$ cat config.mk
export PLATFORM = sky130hd
export DESIGN_NAME = gate_bist_harness
export DESIGN_NICKNAME = d
export VERILOG_FILES = /design/src/rtl/gate_bist_pkg.sv /design/src/rtl/gate_bist_galois_reg.sv /design/src/rtl/gate_bist_harness.sv
export SDC_FILE = /design/constraint.sdc
export NUM_CORES = 1
export LEC_CHECK = 0
export ABC_CLOCK_PERIOD_IN_PS = 3590
export CORE_MARGIN = 2
export CORE_UTILIZATION = 31
export DETAILED_ROUTE_END_ITERATION = 7
export GPL_TIMING_DRIVEN = 1
export SYNTH_ARGS = -nofsm -noshare
export SYNTH_HDL_FRONTEND = slang
export SYNTH_SLANG_ARGS = --single-unit
export TNS_END_PERCENT = 5
$ cat constraint.sdc
create_clock -name clk -period 3.59 [get_ports clk]
set_input_delay 0.718 -clock clk [delete_from_list [all_inputs] [get_ports clk]]
set_output_delay 0.718 -clock clk [all_outputs]
set_load 0.005 [all_outputs]
$ cat src/rtl/gate_bist_pkg.sv
// rtl/gate_bist_pkg.sv - shared types and constants for the gate-model BIST harness
//
// Contents: FSM state enum, pattern/response widths, LFSR/MISR feedback masks,
// and the gate-model output to response-bit mapping.

package gate_bist_pkg;

    localparam int PAT_W = 14;
    localparam int RSP_W = 10;

    // x^14 + x^5 + x^3 + x + 1 (primitive, period 16383)
    localparam logic [PAT_W-1:0] LFSR_POLY = 14'h002B;
    // x^10 + x^7 + 1
    localparam logic [RSP_W-1:0] MISR_POLY = 10'h081;

    // Gate-model output net -> rsp bit position
    localparam int RSP_BIT_N290 = 0;
    localparam int RSP_BIT_N293 = 1;
    localparam int RSP_BIT_N304 = 2;
    localparam int RSP_BIT_N305 = 3;
    localparam int RSP_BIT_N309 = 4;
    localparam int RSP_BIT_N310 = 5;
    localparam int RSP_BIT_N311 = 6;
    localparam int RSP_BIT_N312 = 7;
    localparam int RSP_BIT_N313 = 8;
    localparam int RSP_BIT_N314 = 9;

    typedef enum logic [2:0] {
        ST_IDLE,
        ST_LOAD,
        ST_RUN,
        ST_FLUSH,
        ST_DONE
    } state_t;

endpackage

$ cat src/rtl/gate_bist_galois_reg.sv
// rtl/gate_bist_galois_reg.sv - Galois shift register usable as LFSR (din=0) or MISR
//
// Ports:
//   clk, rst   clock, asynchronous active-high reset
//   load       load q with load_val (takes priority over en)
//   load_val   W-bit load value
//   en         advance one Galois step, folding din into the result
//   din        W-bit parallel input (tie to 0 for a pure LFSR)
//   q          W-bit register contents

module gate_bist_galois_reg #(
    parameter int           W    = 14,
    parameter logic [W-1:0] POLY = '0
) (
    input  logic         clk,
    input  logic         rst,
    input  logic         load,
    input  logic [W-1:0] load_val,
    input  logic         en,
    input  logic [W-1:0] din,
    output logic [W-1:0] q
);

    always_ff @(posedge clk or posedge rst) begin
        if (rst) begin
            q <= '0;
        end else if (load) begin
            q <= load_val;
        end else if (en) begin
            q <= {q[W-2:0], 1'b0} ^ (q[W-1] ? POLY : '0) ^ din;
        end
    end

endmodule

$ cat src/rtl/gate_bist_harness.sv
// rtl/gate_bist_harness.sv - LFSR/MISR self-test wrapper around the 14-in/10-out gate model
//
// Optional macro RSP_REG_EN: register rsp_i before the MISR (adds a FLUSH cycle).
//
// Ports:
//   clk, rst    clock, asynchronous active-high reset
//   start_i     start pulse, ignored while a run is in progress
//   seed_i      LFSR seed (0 is replaced by 1)
//   num_pat_i   number of patterns to apply
//   pat_o       pattern to gate model, bit 0 = N1 ... bit 13 = N14
//   rsp_i       gate-model response, bit order from gate_bist_pkg
//   busy_o      run in progress
//   done_o      one-cycle pulse, sig_o final
//   sig_o       MISR signature, held until the next run finishes
//   pat_idx_o   index of the pattern currently on pat_o

module gate_bist_harness #(
    parameter int               PAT_W     = gate_bist_pkg::PAT_W,
    parameter int               RSP_W     = gate_bist_pkg::RSP_W,
    parameter int               CNT_W     = 16,
    parameter logic [PAT_W-1:0] LFSR_POLY = gate_bist_pkg::LFSR_POLY,
    parameter logic [RSP_W-1:0] MISR_POLY = gate_bist_pkg::MISR_POLY
) (
    input  logic             clk,
    input  logic             rst,
    input  logic             start_i,
    input  logic [PAT_W-1:0] seed_i,
    input  logic [CNT_W-1:0] num_pat_i,
    output logic [PAT_W-1:0] pat_o,
    input  logic [RSP_W-1:0] rsp_i,
    output logic             busy_o,
    output logic             done_o,
    output logic [RSP_W-1:0] sig_o,
    output logic [CNT_W-1:0] pat_idx_o
);

    import gate_bist_pkg::*;

    state_t           state;
    logic [PAT_W-1:0] seed_q;
    logic [CNT_W-1:0] num_q;
    logic [CNT_W-1:0] cnt_q;
    logic [PAT_W-1:0] lfsr_q;
    logic [RSP_W-1:0] misr_q;
    logic [RSP_W-1:0] rsp_eff;
    logic             run_last;
    logic             misr_en;

    assign run_last  = (cnt_q == num_q - CNT_W'(1));
    assign pat_o     = lfsr_q;
    assign pat_idx_o = cnt_q;

`ifdef RSP_REG_EN
    logic [RSP_W-1:0] rsp_q;

    always_ff @(posedge clk or posedge rst) begin
        if (rst) begin
            rsp_q <= '0;
        end else if (state == ST_RUN) begin
            rsp_q <= rsp_i;
        end
    end

    // The first RUN edge has nothing registered yet; FLUSH absorbs the last response.
    assign rsp_eff = rsp_q;
    assign misr_en = ((state == ST_RUN) && (cnt_q != '0)) || (state == ST_FLUSH);
`else
    assign rsp_eff = rsp_i;
    assign misr_en = (state == ST_RUN);
`endif

    gate_bist_galois_reg #(
        .W    (PAT_W),
        .POLY (LFSR_POLY)
    ) u_lfsr (
        .clk      (clk),
        .rst      (rst),
        .load     (state == ST_LOAD),
        .load_val (seed_q),
        .en       (state == ST_RUN),
        .din      ('0),
        .q        (lfsr_q)
    );

    gate_bist_galois_reg #(
        .W    (RSP_W),
        .POLY (MISR_POLY)
    ) u_misr (
        .clk      (clk),
        .rst      (rst),
        .load     (state == ST_LOAD),
        .load_val ('0),
        .en       (misr_en),
        .din      (rsp_eff),
        .q        (misr_q)
    );

    always_ff @(posedge clk or posedge rst) begin
        if (rst) begin
            state  <= ST_IDLE;
            seed_q <= '0;
            num_q  <= '0;
            cnt_q  <= '0;
            busy_o <= 1'b0;
            done_o <= 1'b0;
            sig_o  <= '0;
        end else begin
            done_o <= 1'b0;
            case (state)
                ST_IDLE: begin
                    if (start_i) begin
                        seed_q <= (seed_i == '0) ? PAT_W'(1) : seed_i;
                        num_q  <= num_pat_i;
                        busy_o <= 1'b1;
                        state  <= ST_LOAD;
                    end
                end
                ST_LOAD: begin
                    cnt_q  <= '0;
                    busy_o <= 1'b1;
                    state  <= (num_q == '0) ? ST_DONE : ST_RUN;
                end
                ST_RUN: begin
                    // cnt_q stops at num-1 so pat_idx_o holds the last applied index.
                    if (run_last) begin
`ifdef RSP_REG_EN
                        state <= ST_FLUSH;
`else
                        state <= ST_DONE;
`endif
                    end else begin
                        cnt_q <= cnt_q + CNT_W'(1);
                    end
                end
                ST_FLUSH: begin
                    state <= ST_DONE;
                end
                ST_DONE: begin
                    done_o <= 1'b1;
                    busy_o <= 1'b0;
                    sig_o  <= misr_q;
                    state  <= ST_IDLE;
                end
                default: begin
                    state <= ST_IDLE;
                end
            endcase
        end
    end

endmodule

==> summary.txt <==
Vias per inst: 5.23
Clock buffer count from CTS: 9
WL/cell: 16.4 um
Post-route ant nets: 0
Critical-path top delay cell: or3b_2
Largest net degree at the start of global routing: 86
Slew Viols, Final: 0
EDFF count, synth: 0
Setup CP Type: reg -> reg
Area growth from synthesis to layout: 30.9%
Reg2reg start: num_q[0]
CTS Buffer Depth: 2
Hold crit path type: reg -> reg
Antenna diodes: 0
Status: finished, final reports clean
HPWL after DPL: 7.83 mm
Pre-Repair DR Iteration Count: 4
Startpoint Class: flip-flop
Register-to-Register Setup Slack: 0.36 ns
Slew @ Worst Pin: 1.10 ns
Clock skew: 0.00455 ns
Element type at the critical path end: flip-flop
Commonest cells in the synthesized netlist: 85 x dfrtp_1, 52 x nand2_1, 35 x mux2_2, 28 x nor2_1, 19 x xnor2_1
Hold slack: 0.505 ns
Core Util, Final: 0.412
Clock slew at reported path FFs: 0.06 ns
Fmax: 0.310 GHz
Antenna violations before repair: 0
Post CTS Setup Buffer Count: 0
FFs w/ async S/R, synth: 1.00
Residual DRC: 0
Crit path required time: 3.85 ns
Layout cells sized above 1: 0.142
GR Util All Layers: 0.158
DP Worst Slack: 0.377 ns
Post-synthesis register bit count: 85
Hold Path Origin: sig_o[4]
Top-area cell type share of the netlist area: 0.491
Hold Crit Endpoint: sig_o[4]
Vias in the first global route: 3544
Post-Syn Area: 4340 um^2
CP max FO: 28
Synthesized instance count: 422
Number of DRC markers in iteration 0: 196
Top FF cell, synth: dfrtp_1
Cell taking the most area after synthesis: dfrtp_1
Starting density of the core: 0.315
R2R depth: 10
P per Cell Area: 802 nW/um^2
Cell row count: 43
Htree depth: 3
Post-Route Setup TNS: 0 ns
Worst rel slew slack: 0.262
Root Driver: clkbuf_16
# placed instances: 671
TritonCTS clock tree: yes
PnR worst setup slack: 0.364 ns
RSZ-0062 raised after global routing: no
Peak VDD IR: 0.376 mV
I/O pin total: 85
Vias post-DR: 3590
Synth top area cells: dfrtp_1 49%, mux2_2 9.1%, nand2_1 4.5%
Non-Filler Instances: 687
CP arrival: 3.49 ns
Max Cap Violations: 0
Post-layout nets: 548
Final setup vio count: 0
Yosys cell types: 52
Worst-Skew Late Latency: 0.34 ns
Die extent in y: 122 um
Synth warn: 0
CTS Hold Bufs: 0
Final Wtd Congestion: 0.835
Most frequent cell after synthesis: dfrtp_1
Net Count, Synth: 468
Total wire length: 11.3 mm
Worst hold path stage count: 1
Fillers: 1377
Worst stage delay on the critical path: 0.53 ns
Syn_area_per_cell: 10.3 um^2
Fin crit share: 0.899
Fin crit period: 3.23 ns
Horiz. Die Dim: 122 um
Crit path cell chain: inv_1 -> ha_1 -> or3b_2 -> o31a_1 -> o32a_1 -> mux2i_1 -> nor4_4 -> buf_4 -> or4_1 -> a21oi_1
Total gr overflow: 0
Hold Fails Final Rpt: 0
Sequential area share after synthesis: 0.491
Sink Count: 85
Die ar.: 14900 um^2
Post-CTS Resized: 0
First-pass GRT wire length: 18.5 mm
Reg2reg end: pat_idx_o[7]
Core Area: 13800 um^2
LEAKAGE: 2.25 nW
Buffers on Ports: 84
==> flip-flops by register name, indices dropped and copies added (netlist names) <==
register	cells
state	3
pat_idx_o	16
busy_o	1
u_misr.q	10
done_o	1
sig_o	10
num_q	16
seed_q	14
u_lfsr.q	14
==> through the flow <==
step	area (um^2)	total power, mW
finish	5680	4.55
global route	5680	4.89
global placement	5380	3.58
CTS	5680	4.61
floorplan	4340	2.87
detailed placement	5380	3.63
==> power by group <==
| group | switching, mW | total, mW | internal, mW |
|---|---|---|---|
| Sequential | 0.425 | 1.79 | 1.37 |
| Combinational | 0.842 | 1.81 | 0.969 |
| Clock | 0.393 | 0.949 | 0.555 |
==> worst max-delay path, delay by kind of cell (launching register included) <==
family | cells | cell delay (ns)
buf+inv | 2 | 0.35
flops | 1 | 0.43
simple gates | 3 | 1.11
fa+ha+maj | 1 | 0.21
compound gates | 3 | 0.76
mux | 1 | 0.28
==> how the worst max path moves through the flow <==
| stage | from | endpoint | depth (start not counted) |
|---|---|---|---|
| 2_1_floorplan | rst | busy_o | 1 |
| 3_3_place_gp | num_q[0] | pat_idx_o[11] | 10 |
| 3_5_place_dp | num_q[0] | pat_idx_o[7] | 10 |
| 4_1_cts | num_q[0] | pat_idx_o[7] | 10 |
| 5_1_grt | num_q[0] | pat_idx_o[13] | 10 |
| 6_report | num_q[0] | pat_idx_o[7] | 10 |
==> final cells by class <==
type / instances / area [um^2] / area share
sequential: 85 / 2130 / 0.375
multi-input combinational: 306 / 2080 / 0.366
clock inverter: 6 / 62.6 / 0.0110
tap: 180 / 225 / 0.0397
inverter: 8 / 31.3 / 0.00551
timing repair buffer: 92 / 913 / 0.161
clock buffer: 10 / 239 / 0.0421
==> logic make-up (layout without fill, tap and decap cells) <==
kind of cell | Yosys count | count (layout) | share of synthesized area
and+or+nand+nor | 150 | 150 | 0.180
adders and majority gates | 3 | 3 | 0.00866
xor gates and xnor gates | 30 | 30 | 0.0623
DFF | 85 | 85 | 0.491
buffers and inverters | 31 | 116 | 0.0338
muxes | 39 | 39 | 0.100
AOI/OAI and AO/OA | 84 | 84 | 0.125
==> routing by layer <==
layer  share of wire  global-route usage  routed length [um]  vias to the layer above
li1                -                   -                   -                     1685
met1            0.45               0.209                5120                     1785
met2            0.47               0.250                5320                      100
met3           0.057              0.0446                 638                       20
met4           0.018              0.0532                 207                        0
met5               0                   0                   0                        -
==> placed cells by master, fill, tap and decap left out, types with 6 or more instances in the layout <==
cell type / synthesis / final
inv_1: 8 / 7
nand2_1: 52 / 52
clkbuf_16: 0 / 9
o31ai_1: 7 / 7
or3_1: 12 / 12
a31oi_1: 14 / 14
o21ai_1: 6 / 6
o21ai_0: 18 / 18
buf_4: 1 / 7
nor4_1: 10 / 10
dfrtp_1: 85 / 85
or4_1: 7 / 7
xor2_1: 10 / 10
xnor2_1: 19 / 19
nand3_1: 8 / 8
mux2_2: 35 / 35
clkdlybuf4s50_1: 0 / 84
a21oi_1: 15 / 15
o211ai_1: 6 / 6
nor2_1: 28 / 28
(Power assumes the default switching activity.)
